===== config.mk =====
export PLATFORM = sky130hd
export DESIGN_NAME = whisky_regfile_sb_flat
export DESIGN_NICKNAME = d
export VERILOG_FILES = /design/src/rtl/whisky_regfile_sb_pkg.sv /design/src/rtl/whisky_regfile_sb_if.sv /design/src/rtl/whisky_scoreboard.sv /design/src/rtl/whisky_regfile_sb.sv /design/src/flat_wrapper.sv
export SDC_FILE = /design/constraint.sdc
export NUM_CORES = 1
export LEC_CHECK = 0
export BUFFER_PORTS_ARGS = -buffer_cell sky130_fd_sc_hd__buf_2
export CAP_MARGIN = 30
export CORE_MARGIN = 5
export CORE_UTILIZATION = 33
export DETAILED_ROUTE_END_ITERATION = 6
export PLACE_DENSITY = 0.59
export SLEW_MARGIN = 20
export SYNTH_ARGS = -nofsm -noshare
export SYNTH_HDL_FRONTEND = slang
export SYNTH_SLANG_ARGS = --single-unit

===== constraint.sdc =====
create_clock -name clk -period 2.92 [get_ports clk]
set_clock_uncertainty 0.05 [all_clocks]
set_input_delay 0.876 -clock clk [delete_from_list [all_inputs] [get_ports clk]]
set_output_delay 0.876 -clock clk [all_outputs]
set_load 0.02 [all_outputs]

===== src/rtl/whisky_regfile_sb_pkg.sv =====
// Shared constants and types for the whisky register file.
// Latency: n/a (declarations only).
// Backpressure: n/a.
//
// Contents: default data/select widths, register-index type, and the index
// of the hardwired zero register.
package whisky_pkg;

  localparam int DATA_W_DEF = 16;
  localparam int ADDR_W_DEF = 3;

  typedef logic [ADDR_W_DEF-1:0] reg_idx_t;

  // Index of the register that reads zero when ZERO_REG is enabled.
  localparam int unsigned ZERO_IDX = 0;

endpackage


===== src/rtl/whisky_regfile_sb_if.sv =====
// Bundle of decode-side read/reserve signals and writeback write signals.
// Latency: n/a (wiring only).
// Backpressure: none; consumers stall themselves on busy_a/busy_b.
//
// master: decode/writeback side (drives selects, write, reserve).
// slave : register file (returns read data, busy flags, any_busy, rsv_err).
interface whisky_regfile_sb_if
  import whisky_pkg::*;
#(
  parameter int DATA_W = DATA_W_DEF,
  parameter int ADDR_W = ADDR_W_DEF
);

  logic              we;
  logic [ADDR_W-1:0] sel_w;
  logic [DATA_W-1:0] data_in;
  logic [ADDR_W-1:0] sel_a;
  logic [ADDR_W-1:0] sel_b;
  logic [DATA_W-1:0] data_a;
  logic [DATA_W-1:0] data_b;
  logic              rsv;
  logic [ADDR_W-1:0] sel_rsv;
  logic              busy_a;
  logic              busy_b;
  logic              any_busy;
  logic              rsv_err;

  modport master (
    output we, sel_w, data_in, sel_a, sel_b, rsv, sel_rsv,
    input  data_a, data_b, busy_a, busy_b, any_busy, rsv_err
  );

  modport slave (
    input  we, sel_w, data_in, sel_a, sel_b, rsv, sel_rsv,
    output data_a, data_b, busy_a, busy_b, any_busy, rsv_err
  );

endinterface


===== src/rtl/whisky_scoreboard.sv =====
// Per-register pending-write tracker: reserve sets, write clears.
// Latency: busy/any_busy/rsv_err update one cycle after the causing edge.
// Backpressure: none; double reserve is flagged via rsv_err, never stalled.
//
// Ports: clk, reset_n (async active-low); rsv/sel_rsv reserve request;
// we/sel_w write completion; busy vector, any_busy, rsv_err outputs.
module whisky_scoreboard
  import whisky_pkg::*;
#(
  parameter int ADDR_W   = ADDR_W_DEF,
  parameter int ZERO_REG = 1
) (
  input  logic                     clk,
  input  logic                     reset_n,
  input  logic                     rsv,
  input  logic [ADDR_W-1:0]        sel_rsv,
  input  logic                     we,
  input  logic [ADDR_W-1:0]        sel_w,
  output logic [(1<<ADDR_W)-1:0]   busy,
  output logic                     any_busy,
  output logic                     rsv_err
);

  localparam int NREGS = 1 << ADDR_W;

  logic             rsv_ok;
  logic [NREGS-1:0] busy_nxt;

  // Clear before set: a same-cycle write retires the older op, the reserve
  // belongs to the new one, so the bit ends up set.
  always_comb begin
    rsv_ok   = rsv && !((ZERO_REG != 0) && (sel_rsv == ADDR_W'(ZERO_IDX)));
    busy_nxt = busy;
    if (we)     busy_nxt[sel_w]   = 1'b0;
    if (rsv_ok) busy_nxt[sel_rsv] = 1'b1;
  end

  always_ff @(posedge clk or negedge reset_n) begin
    if (!reset_n) begin
      busy     <= '0;
      any_busy <= 1'b0;
      rsv_err  <= 1'b0;
    end else begin
      busy     <= busy_nxt;
      any_busy <= |busy_nxt;
      // Error follows the pre-edge state, regardless of any same-cycle write.
      rsv_err  <= rsv_ok && busy[sel_rsv];
    end
  end

endmodule


===== src/rtl/whisky_regfile_sb.sv =====
// Parametrised register file with optional zero register, write bypass and
// an in-flight-write scoreboard. Reads: 0 cycles; writes visible next cycle
// (same cycle with BYPASS). Backpressure: none; consumers stall on busy_a/b.
//
// Ports: clk, reset_n (async active-low), rf (slave modport: write port,
// two read ports with busy flags, reserve port, any_busy, rsv_err).
module whisky_regfile_sb
  import whisky_pkg::*;
#(
  parameter int DATA_W   = DATA_W_DEF,
  parameter int ADDR_W   = ADDR_W_DEF,
  parameter int ZERO_REG = 1,
  parameter int BYPASS   = 1
) (
  input  logic              clk,
  input  logic              reset_n,
  whisky_regfile_sb_if.slave rf
);

  localparam int NREGS = 1 << ADDR_W;

  logic [DATA_W-1:0] regs [NREGS];
  logic [NREGS-1:0]  busy;
  logic              wr_ok;
  logic              zero_a, zero_b;
  logic              fwd_a, fwd_b;

  // Writes to the zero register are dropped so it never holds a value.
  assign wr_ok = rf.we && !((ZERO_REG != 0) && (rf.sel_w == ADDR_W'(ZERO_IDX)));

  always_ff @(posedge clk or negedge reset_n) begin
    if (!reset_n) begin
      for (int i = 0; i < NREGS; i++) regs[i] <= '0;
    end else if (wr_ok) begin
      regs[rf.sel_w] <= rf.data_in;
    end
  end

  whisky_scoreboard #(
    .ADDR_W   (ADDR_W),
    .ZERO_REG (ZERO_REG)
  ) u_sb (
    .clk      (clk),
    .reset_n  (reset_n),
    .rsv      (rf.rsv),
    .sel_rsv  (rf.sel_rsv),
    .we       (rf.we),
    .sel_w    (rf.sel_w),
    .busy     (busy),
    .any_busy (rf.any_busy),
    .rsv_err  (rf.rsv_err)
  );

  // Priority: zero register, then forwarded write, then stored state.
  // A forwarded value also clears busy so the consumer can issue at once.
  always_comb begin
    zero_a = (ZERO_REG != 0) && (rf.sel_a == ADDR_W'(ZERO_IDX));
    zero_b = (ZERO_REG != 0) && (rf.sel_b == ADDR_W'(ZERO_IDX));
    fwd_a  = (BYPASS != 0) && rf.we && (rf.sel_w == rf.sel_a);
    fwd_b  = (BYPASS != 0) && rf.we && (rf.sel_w == rf.sel_b);

    rf.data_a = regs[rf.sel_a];
    rf.busy_a = busy[rf.sel_a];
    if (zero_a) begin
      rf.data_a = '0;
      rf.busy_a = 1'b0;
    end else if (fwd_a) begin
      rf.data_a = rf.data_in;
      rf.busy_a = 1'b0;
    end

    rf.data_b = regs[rf.sel_b];
    rf.busy_b = busy[rf.sel_b];
    if (zero_b) begin
      rf.data_b = '0;
      rf.busy_b = 1'b0;
    end else if (fwd_b) begin
      rf.data_b = rf.data_in;
      rf.busy_b = 1'b0;
    end
  end

endmodule


===== src/flat_wrapper.sv =====
// flat-port wrapper written by rule: the top's interface ports become plain ports
module whisky_regfile_sb_flat import whisky_pkg::*;
#(
  parameter int DATA_W   = DATA_W_DEF,
  parameter int ADDR_W   = ADDR_W_DEF,
  parameter int ZERO_REG = 1,
  parameter int BYPASS   = 1
)
  (clk, reset_n, rf_we, rf_sel_w, rf_data_in, rf_sel_a, rf_sel_b, rf_rsv, rf_sel_rsv, rf_data_a, rf_data_b, rf_busy_a, rf_busy_b, rf_any_busy, rf_rsv_err);
  whisky_regfile_sb_if #(.DATA_W(DATA_W), .ADDR_W(ADDR_W)) rf_i ();
  input  logic clk;
  input  logic reset_n;
  input wire logic [$bits(rf_i.we)-1:0] rf_we;
  input wire logic [$bits(rf_i.sel_w)-1:0] rf_sel_w;
  input wire logic [$bits(rf_i.data_in)-1:0] rf_data_in;
  input wire logic [$bits(rf_i.sel_a)-1:0] rf_sel_a;
  input wire logic [$bits(rf_i.sel_b)-1:0] rf_sel_b;
  input wire logic [$bits(rf_i.rsv)-1:0] rf_rsv;
  input wire logic [$bits(rf_i.sel_rsv)-1:0] rf_sel_rsv;
  output wire logic [$bits(rf_i.data_a)-1:0] rf_data_a;
  output wire logic [$bits(rf_i.data_b)-1:0] rf_data_b;
  output wire logic [$bits(rf_i.busy_a)-1:0] rf_busy_a;
  output wire logic [$bits(rf_i.busy_b)-1:0] rf_busy_b;
  output wire logic [$bits(rf_i.any_busy)-1:0] rf_any_busy;
  output wire logic [$bits(rf_i.rsv_err)-1:0] rf_rsv_err;
  assign rf_i.we = rf_we;
  assign rf_i.sel_w = rf_sel_w;
  assign rf_i.data_in = rf_data_in;
  assign rf_i.sel_a = rf_sel_a;
  assign rf_i.sel_b = rf_sel_b;
  assign rf_i.rsv = rf_rsv;
  assign rf_i.sel_rsv = rf_sel_rsv;
  assign rf_data_a = rf_i.data_a;
  assign rf_data_b = rf_i.data_b;
  assign rf_busy_a = rf_i.busy_a;
  assign rf_busy_b = rf_i.busy_b;
  assign rf_any_busy = rf_i.any_busy;
  assign rf_rsv_err = rf_i.rsv_err;
  whisky_regfile_sb #(.DATA_W(DATA_W), .ADDR_W(ADDR_W), .ZERO_REG(ZERO_REG), .BYPASS(BYPASS)) u_core (.clk(clk), .reset_n(reset_n), .rf(rf_i));
endmodule

# Word-level counts from Yosys, hierarchy flattened
# Index checks and enable logic that the tools add are counted.
[op_classes]
order_cmp = 10
n_eq_ne = 2
n_mux = 29
n_bitwise = 6
reduce_logical = 15
[ops]
columns = ["cell", "count"]
rows = [
  ["16-bit 2-to-1 mux", 9],
  ["128-bit bitwise mux", 1],
  ["16-bit binary-select mux with 3-bit select", 2],
  ["16-bit demux with 3-bit select", 1],
  ["3-bit by 4-bit less-than comparator with 1-bit output (second input constant)", 4],
  ["8-bit 2-to-1 mux", 2],
  ["4-bit greater-or-equal comparator (second input constant)", 3],
  ["3-bit zero test", 4],
  ["3-bit inverter with 4-bit output", 3],
  ["1-bit binary-select mux with 3-bit select", 3],
  ["1-bit 2-to-1 mux", 9],
  ["8-bit bitwise AND", 1],
  ["1-bit logical AND", 8],
  ["8-bit inverter", 1],
  ["8-bit bitwise OR", 1],
  ["8-bit OR reduction", 1],
  ["1-bit demux with 3-bit select", 2],
  ["3-bit == test", 2],
  ["3-bit by 1-bit greater-or-equal comparator with 1-bit output (second input constant)", 2],
  ["4-bit by 1-bit less-than comparator with 1-bit output (second input constant)", 1],
  ["1-bit zero test", 2],
]
[totals]
register_bits = 138
in_bits = 32
output_inout_bits = 36

# Logic depth before layout (Yosys ltp)
# Gate-level depths: netlist (run 1).
[depth]
depth_word = 10
depth_mapped = 7
ltp_nobuf = 4

# Hierarchy
# Synthesis (run 1) repeated with hierarchy kept, for this count alone.
[hier_totals]
cells_unflattened = 607
hier_area_um2 = 7963.9
[modules_own_cells]
columns = ["mod", "n_inst", "cells_each", "area_per_inst_um2", "seq_area_each_um2"]
rows = [
  ["whisky_regfile_sb", 1, 555, 7447.1, 3203.1],
  ["whisky_scoreboard", 1, 52, 516.7, 250.2],
]

# Worst setup path before layout (run 1)
# OpenSTA, ideal clock, no wires.
[synth_path]
path_kind = "in2out"
start = "in rf_sel_w[2]"
end = "out rf_data_a[0]"
arrival_ns = 2.221
t_required_ns = 1.994
slack_ns = -0.227
cell_stages = 7
n_path_buf = 3
cell_sequence = "buf_4 > xnor2_1 > and4_1 > buf_4 > buf_4 > a211oi_1 > nor3_1"
[synth_between]
elab_chain_cells = 4
[synth_lines]
columns = ["element", "line", "text"]
rows = [
  ["start: declaration", "flat_wrapper.sv:14", "input wire logic [$bits(rf_i.sel_w)-1:0] rf_sel_w;"],
  ["3-bit == test", "whisky_regfile_sb.sv:59", "fwd_a = (BYPASS != 0) && rf.we && (rf.sel_w == rf.sel_a);"],
  ["1-bit logical AND", "whisky_regfile_sb.sv:59", ""],
  ["16-bit 2-to-1 mux", "whisky_regfile_sb.sv:67", "end else if (fwd_a) begin"],
  ["16-bit 2-to-1 mux", "whisky_regfile_sb.sv:64", "if (zero_a) begin"],
  ["end: declaration", "flat_wrapper.sv:20", "output wire logic [$bits(rf_i.data_a)-1:0] rf_data_a;"],
]
# No other way between the ends.

# Worst setup path in the final report (run 1)
[layout_path]
start = "in rf_sel_b[0]"
end = "out rf_busy_b"
[layout_between]
elab_chain_cells = 4
[layout_lines]
columns = ["element", "line", "text"]
rows = [
  ["start: declaration", "flat_wrapper.sv:17", "input wire logic [$bits(rf_i.sel_b)-1:0] rf_sel_b;"],
  ["1-bit binary-select mux with 3-bit select or 3-bit == test (tied branches)", "whisky_regfile_sb.sv:73, whisky_regfile_sb.sv:60", ""],
  ["1-bit 2-to-1 mux (not written as such) or 1-bit logical AND (tied branches)", "whisky_regfile_sb.sv:73, whisky_regfile_sb.sv:60", ""],
  ["1-bit 2-to-1 mux", "whisky_regfile_sb.sv:77", "end else if (fwd_b) begin"],
  ["1-bit 2-to-1 mux (*)", "whisky_regfile_sb.sv:74", "if (zero_b) begin"],
  ["end: declaration", "flat_wrapper.sv:23", "output wire logic [$bits(rf_i.busy_b)-1:0] rf_busy_b;"],
]
# Every way passes the cells marked *; elsewhere a longest branch is shown, timed or not. The select of a mux whose other input is x is not followed.

==> out/qor.csv, run 1 <==
metric,value,unit
cp_data_arrival_time,2.27,ns
hold_slack,0.336,ns
gp_congestion,0.850,
relSlewSlack,0.602,
synth_ff_type,dfrtp_1,
post-route-period-util,1.09,
drc,0,
ys_seq_area_frac,0.440,
cts_tree,built,
syn_nets,630,
critPathRequiredTime,1.99,ns
dpl_cell_area,0.00915,mm^2
dp_hpwl,16600,um
syn_inst,598,
clk-insertion-delay-late,0.42,ns
violations,negative setup slack,
netlist_area,0.00784,mm^2
cts-root-buf,clkbuf_16,
clk_path_buf_depth,2,
dr.pass1.iters,5,
max_slew.worst_pin.slew,0.595,ns
fmax,313,MHz
cts_max_level,4,
worstSetupEndpointType,output port,
grt_usage,0.194,
powerDensity,647,mW/mm^2
vias_per_cell,5.60,
die_w,164,um
worst_slack,-0.275,ns
crit_type,in2out,
dieHeight,164,um
hold_viol_final,0,
cap_violations,0,
synth-seq-cells,138,
vias,5976,
start_kind,input port,
slew_violations,0,
fp-row-count,56,
grt_pass1_wl,39400,um
port_buffers,67,
syn_to_final_growth,41.8,%
boundaryPins,68,
stdcell_count,1068,
total_leakage_power,0.00471,uW
routedWlPerCell,24.0,um
layout-drive-gt1-share,0.641,
antenna_found_initial,0,
ys_types,40,
fin_nets,768,
start_util,0.334,
final_area,0.0111,mm^2
ys.warnings.count,0,
diodes,0,
dieArea,0.0269,mm^2
drt_wl_total,25600,um
ant_nets,0,
hold_path.class,in2async,
worstPathMaxFanout,7,
setup_violations,34,
async_flop_share,1.00,
rsz0062_at_grt,yes,
dp_cells,1004,
drt_iter0_markers,412,
grt_pass1_vias,6418,
min_period,3.19,ns
outcome,"finished, violations left",
grt_start_max_net_pins,71,
overflow,0,
numCtsBuffers,17,
clk_pin_slew,0.06,ns
ir_worst_vdd,0.404,mV
synth_edf_count,0,
coreArea,0.0235,mm^2
clkSinkCount,138,
avgSynthCellArea,13.1,um^2
-- metrics by stage --
stage,setup TNS (ns),power (uW),util,worst slack [ns]
2_1_floorplan,-0.799,3680,-,-0.0738
5_1_grt,-7.21,7490,0.474,-0.323
6_report,-5.90,7200,0.474,-0.275
4_1_cts,-6.23,7110,0.459,-0.288
3_5_place_dp,-11.63,4270,0.390,-0.428
3_3_place_gp,-11.43,4210,0.390,-0.436
-- path summary, 6_finish.rpt --
kind | start | end | slack, ns | cells after the start
max in group asynchronous | reset_n | u_core.regs[106] | 1.74 | 2
hold reg to reg | u_core.regs[123] | u_core.regs[123] | 0.36 | 0
setup reg to reg | u_core.u_sb.busy[5] | u_core.u_sb.rsv_err | 1.59 | 4
hold / removal | reset_n | u_core.u_sb.busy[1] | 0.34 | 1
setup / recovery | rf_sel_b[0] | rf_busy_b | -0.27 | 8
min in group clk | u_core.regs[123] | u_core.regs[123] | 0.36 | 0
-- critical path: stages --
cell,delay (ns)
buf_12,0.09
buf_12,0.13
buf_12,0.13
buf_8,0.12
mux4_2,0.50
mux2i_2,0.20
nor3_2,0.06
buf_4,0.16
-- metal layers --
layer / up-vias / routed length [um] / track usage
li1: 2545 / - / -
met1: 3113 / 10800 / 0.257
met2: 263 / 12400 / 0.309
met3: 55 / 1570 / 0.0449
met4: 0 / 884 / 0.0770
met5: - / 0 / 0
-- cell families after synthesis --
family / count (synthesis) / share of synthesized area
and+or+nand+nor: 95 / 0.0696
xor gates and xnor gates: 6 / 0.00670
DFF: 138 / 0.440
muxes: 216 / 0.357
AOI/OAI and AO/OA: 77 / 0.0710
buffers and inverters: 66 / 0.0550
-- sequential cells by signal, indices dropped and copies added, names as in the netlist --
name and flops:
u_core.u_sb.busy 8, u_core.u_sb.any_busy 1, u_core.regs 128, u_core.u_sb.rsv_err 1
-- cell usage after synthesis, drive strengths merged (3+ instances only) --
cell type | number | area (um^2)
dfrtp | 138 | 3450
mux2 | 113 | 1270
mux2i | 64 | 641
buf | 45 | 353
mux4 | 39 | 890
o22ai | 34 | 213
nor2 | 32 | 125
nor3 | 32 | 175
a211oi | 30 | 265
clkbuf | 18 | 67.6
nand2 | 7 | 26.3
nand2b | 7 | 51.3
o21ai | 7 | 35.0
xnor2 | 6 | 52.6
nand4b | 4 | 53.8
inv | 3 | 11.3
nand4 | 3 | 25.0
nor3b | 3 | 33.8
-- area by class of cell --
type,instances,area (um^2)
clock inverters,14,241
flip-flops and latches,138,3450
multi-input cells,394,4710
fillers,2040,12300
inverters,3,11.3
well taps,319,399
clock buffers,18,439
repair buffers,182,1870
-- what timing repair did --
item | 4_1_cts | 5_1_grt
buffers inserted | 18 | 11
gates cloned | 5 | 1
resized for setup | 156 | 55
hold buffers | 0 | 0
pin swaps | 41 | 27
endpoints found under the hold margin | 0 | 0
endpoints found under the setup margin | 34 | 34
-- where the power goes --
group | switching (uW) | total (uW) | internal, uW
clock | 870 | 2500 | 1630
combinational | 941 | 2100 | 1160
sequential | 318 | 2600 | 2280
total | 2130 | 7200 | 5070
-- layout by cell type, fill, tap and decap left out, types with 3 or more instances in the layout --
master	instances
buf_8	7
o21ai_0	7
xnor2_4	3
a211oi_2	14
nand2_1	7
nor3_2	21
inv_1	3
buf_4	87
mux4_2	39
nor2_1	27
a211oi_4	16
mux2i_1	56
nor3_4	11
buf_12	24
mux2_2	113
buf_2	27
clkinvlp_4	4
bufinv_16	6
o22ai_1	14
buf_6	31
mux2i_2	6
o22ai_4	4
nand4b_2	3
clkbuf_16	18
nand2b_1	5
nor2_4	3
buf_16	3
dfrtp_1	138
o22ai_2	16
No activity file was read; power rests on OpenSTA's default activity.
==> run 2: changes to the inputs <==
--- a/config.mk
+++ b/config.mk
@@ -15,3 +15,4 @@
 export SYNTH_ARGS = -nofsm -noshare
 export SYNTH_HDL_FRONTEND = slang
 export SYNTH_SLANG_ARGS = --single-unit
+export TNS_END_PERCENT = 1
==> run 2 against run 1 <==
The run still ends with negative setup slack left. Setup slack gained 0.074 ns. Sequential share of layout area rose by 2.3 points. Global-route usage down 0.70 points. Largest cell class unchanged.
==> out/qor.csv, run 2 (same netlist as run 1, synthesis figures left out) <==
metric,value,unit,change
crit_cells,7,,was 8
critPathRequiredTime,1.99,ns,about the same
worstPathMaxFanout,5,,was 7
crit_buf_inv,4,,was 5
largest_register_ffs,128,,unchanged
hold_path.class,reg2reg,,was in2async
violations,negative setup slack,,unchanged
slew_violations,0,,unchanged
ir_worst_vdd,0.367,mV,was 0.404 mV
power.total,6710,uW,was 7200 uW
final_common_cell,dfrtp_1,,unchanged
clk-insertion-delay-late,0.42,ns,about the same
final_cell_mix,"dfrtp_1 (138), mux2_2 (113), buf_4 (79)",,"was dfrtp_1 (138), mux2_2 (113), buf_4 (87)"
min_period,3.12,ns,was 3.19 ns
port_buffers,67,,unchanged
powerDensity,649,mW/mm^2,was 647 mW/mm^2
multi_input_area,0.00442,mm^2,was 0.00471 mm^2
dpl_cell_area,0.00909,mm^2,was 0.00915 mm^2
worst_slack,-0.201,ns,was -0.275 ns
ctsHoldBuffers,0,,unchanged
diodes,0,,unchanged
drt_iter0_markers,457,,was 412
post-route-util,0.441,,was 0.474
cts-root-buf,clkbuf_16,,unchanged
numCtsBuffers,17,,unchanged
reg2reg_depth,4,,unchanged
coreArea,0.0235,mm^2,unchanged
timing.rr.end,u_core.u_sb.rsv_err,,unchanged
start_util,0.334,,unchanged
relSlewSlack,0.617,,was 0.602
cts_max_level,4,,unchanged
crit_type,in2out,,unchanged
outcome,"finished, violations left",,unchanged
slowest_delay,0.51,ns,was 0.50 ns
dieArea,0.0269,mm^2,unchanged
routedWlPerCell,23.5,um,was 24.0 um
setup_tns,-4.82,ns,was -5.90 ns
max_slew.worst_pin.slew,0.575,ns,was 0.595 ns
path_cells,"buf_12, buf_6, buf_6, mux4_2, mux2i_2, nor3_2, buf_4",,"was buf_12, buf_12, buf_12, buf_8, mux4_2, mux2i_2, nor3_2, buf_4"
grt_start_max_net_pins,59,,was 71
grt_pass1_wl,38300,um,was 39400 um
hold_slack,0.355,ns,was 0.336 ns
gp_congestion,0.835,,was 0.850
reg2reg_slack,1.58,ns,was 1.59 ns
drc,0,,unchanged
setup_violations,34,,unchanged
overflow,0,,unchanged
clk_path_buf_depth,2,,unchanged
fp-row-count,56,,unchanged
critPathTopFamily,multiplexers,,unchanged
die_w,164,um,unchanged
start_kind,input port,,unchanged
dieHeight,164,um,unchanged
grt_usage,0.187,,was 0.194
ant_nets,0,,unchanged
slowest_stage,mux4_2,,unchanged
vias_per_cell,5.52,,was 5.60
dr.pass1.iters,4,,was 5
cap_violations,0,,unchanged
worstSetupEndpointType,output port,,unchanged
dp_hpwl,16800,um,was 16600 um
hold_viol_final,0,,unchanged
post-route-period-util,1.07,,was 1.09
fin_nets,741,,was 768
fmax,320,MHz,was 313 MHz
cts_tree,built,,unchanged
cp_data_arrival_time,2.20,ns,was 2.27 ns
clkSinkCount,138,,unchanged
layout-drive-gt1-share,0.604,,was 0.641
boundaryPins,68,,unchanged
crit_top_cell,buf_6,,was buf_12
antenna_found_initial,0,,unchanged
drt_wl_total,24500,um,was 25600 um
n_fill_cell,2085,,was 2040
cp-endpoint,rf_busy_b,,unchanged
largest-register,u_core.regs,,unchanged
clk_pin_slew,0.06,ns,about the same
holdCritStartpoint,u_core.regs[126],,
seq_area,0.00345,mm^2,unchanged
grt_pass1_vias,6284,,was 6418
final_area,0.0103,mm^2,was 0.0111 mm^2
top_regs,"u_core.regs x128, u_core.u_sb.busy x8",,unchanged
vias,5743,,was 5976
crit_start,rf_sel_b[0],,unchanged
r2r-start,u_core.u_sb.busy[7],,was u_core.u_sb.busy[5]
total_leakage_power,0.00444,uW,was 0.00471 uW
rsz0062_at_grt,yes,,unchanged
syn_to_final_growth,32.0,%,was 41.8%
-- run 2: cell types whose count changed in the layout (fill, tap and decap cells not counted), moves of 6 or more --
cell / change
nor3_2: +6
buf_2: +7
a211oi_2: +12
buf_4: -8
nor3_4: -11
buf_6: -18
a211oi_4: -13
-- run 2: layout make-up --
type	count	area share
Timing Repair Buffer	154	0.141
Clock inverter	13	0.0162
Inverter	3	0.00109
Tap cell	319	0.0386
Sequential cell	138	0.334
Multi-Input combinational cell	395	0.427
Clock buffer	19	0.0428
-- run 2: worst min-delay path by stage --
stage | endpoint | slack [ns] | depth (start not counted)
3_5_place_dp | u_core.regs[118] | 0.34 | 0
5_1_grt | u_core.regs[124] | 0.37 | 0
6_report | u_core.regs[126] | 0.36 | 0
3_3_place_gp | u_core.regs[117] | 0.33 | 0
4_1_cts | u_core.regs[117] | 0.36 | 0
2_1_floorplan | u_core.regs[123] | 0.40 | 1
-- run 2: layer usage --
layer	share of wire	track usage	vias to the layer above
met4	0.025	0.0705	0
li1	-	-	2501
met3	0.049	0.0339	49
met1	0.42	0.242	3011
met2	0.51	0.313	182
met5	0	0	-
-- run 2: power breakdown --
| group | leakage (uW) | internal (uW) | switching (uW) |
|---|---|---|---|
| logic | 0.00246 | 1020 | 854 |
| clock network | 0.000294 | 1380 | 881 |
| registers | 0.00168 | 2280 | 307 |
| total | 0.00444 | 4670 | 2040 |
-- run 2: per-stage QoR --
stage | setup slack, ns | cells
after floorplan | -0.155 | 598
after global placement | -0.447 | 1002
after detailed placement | -0.465 | 1002
after CTS | -0.205 | 1041
after global routing | -0.258 | 1041
final | -0.201 | 1041
-- run 2: timing repair --
action,CTS,global route
setup endpoints to repair,34,34
buffers inserted,7,0
gates resized for setup,106,30
cloned,2,0
pin swaps,44,11
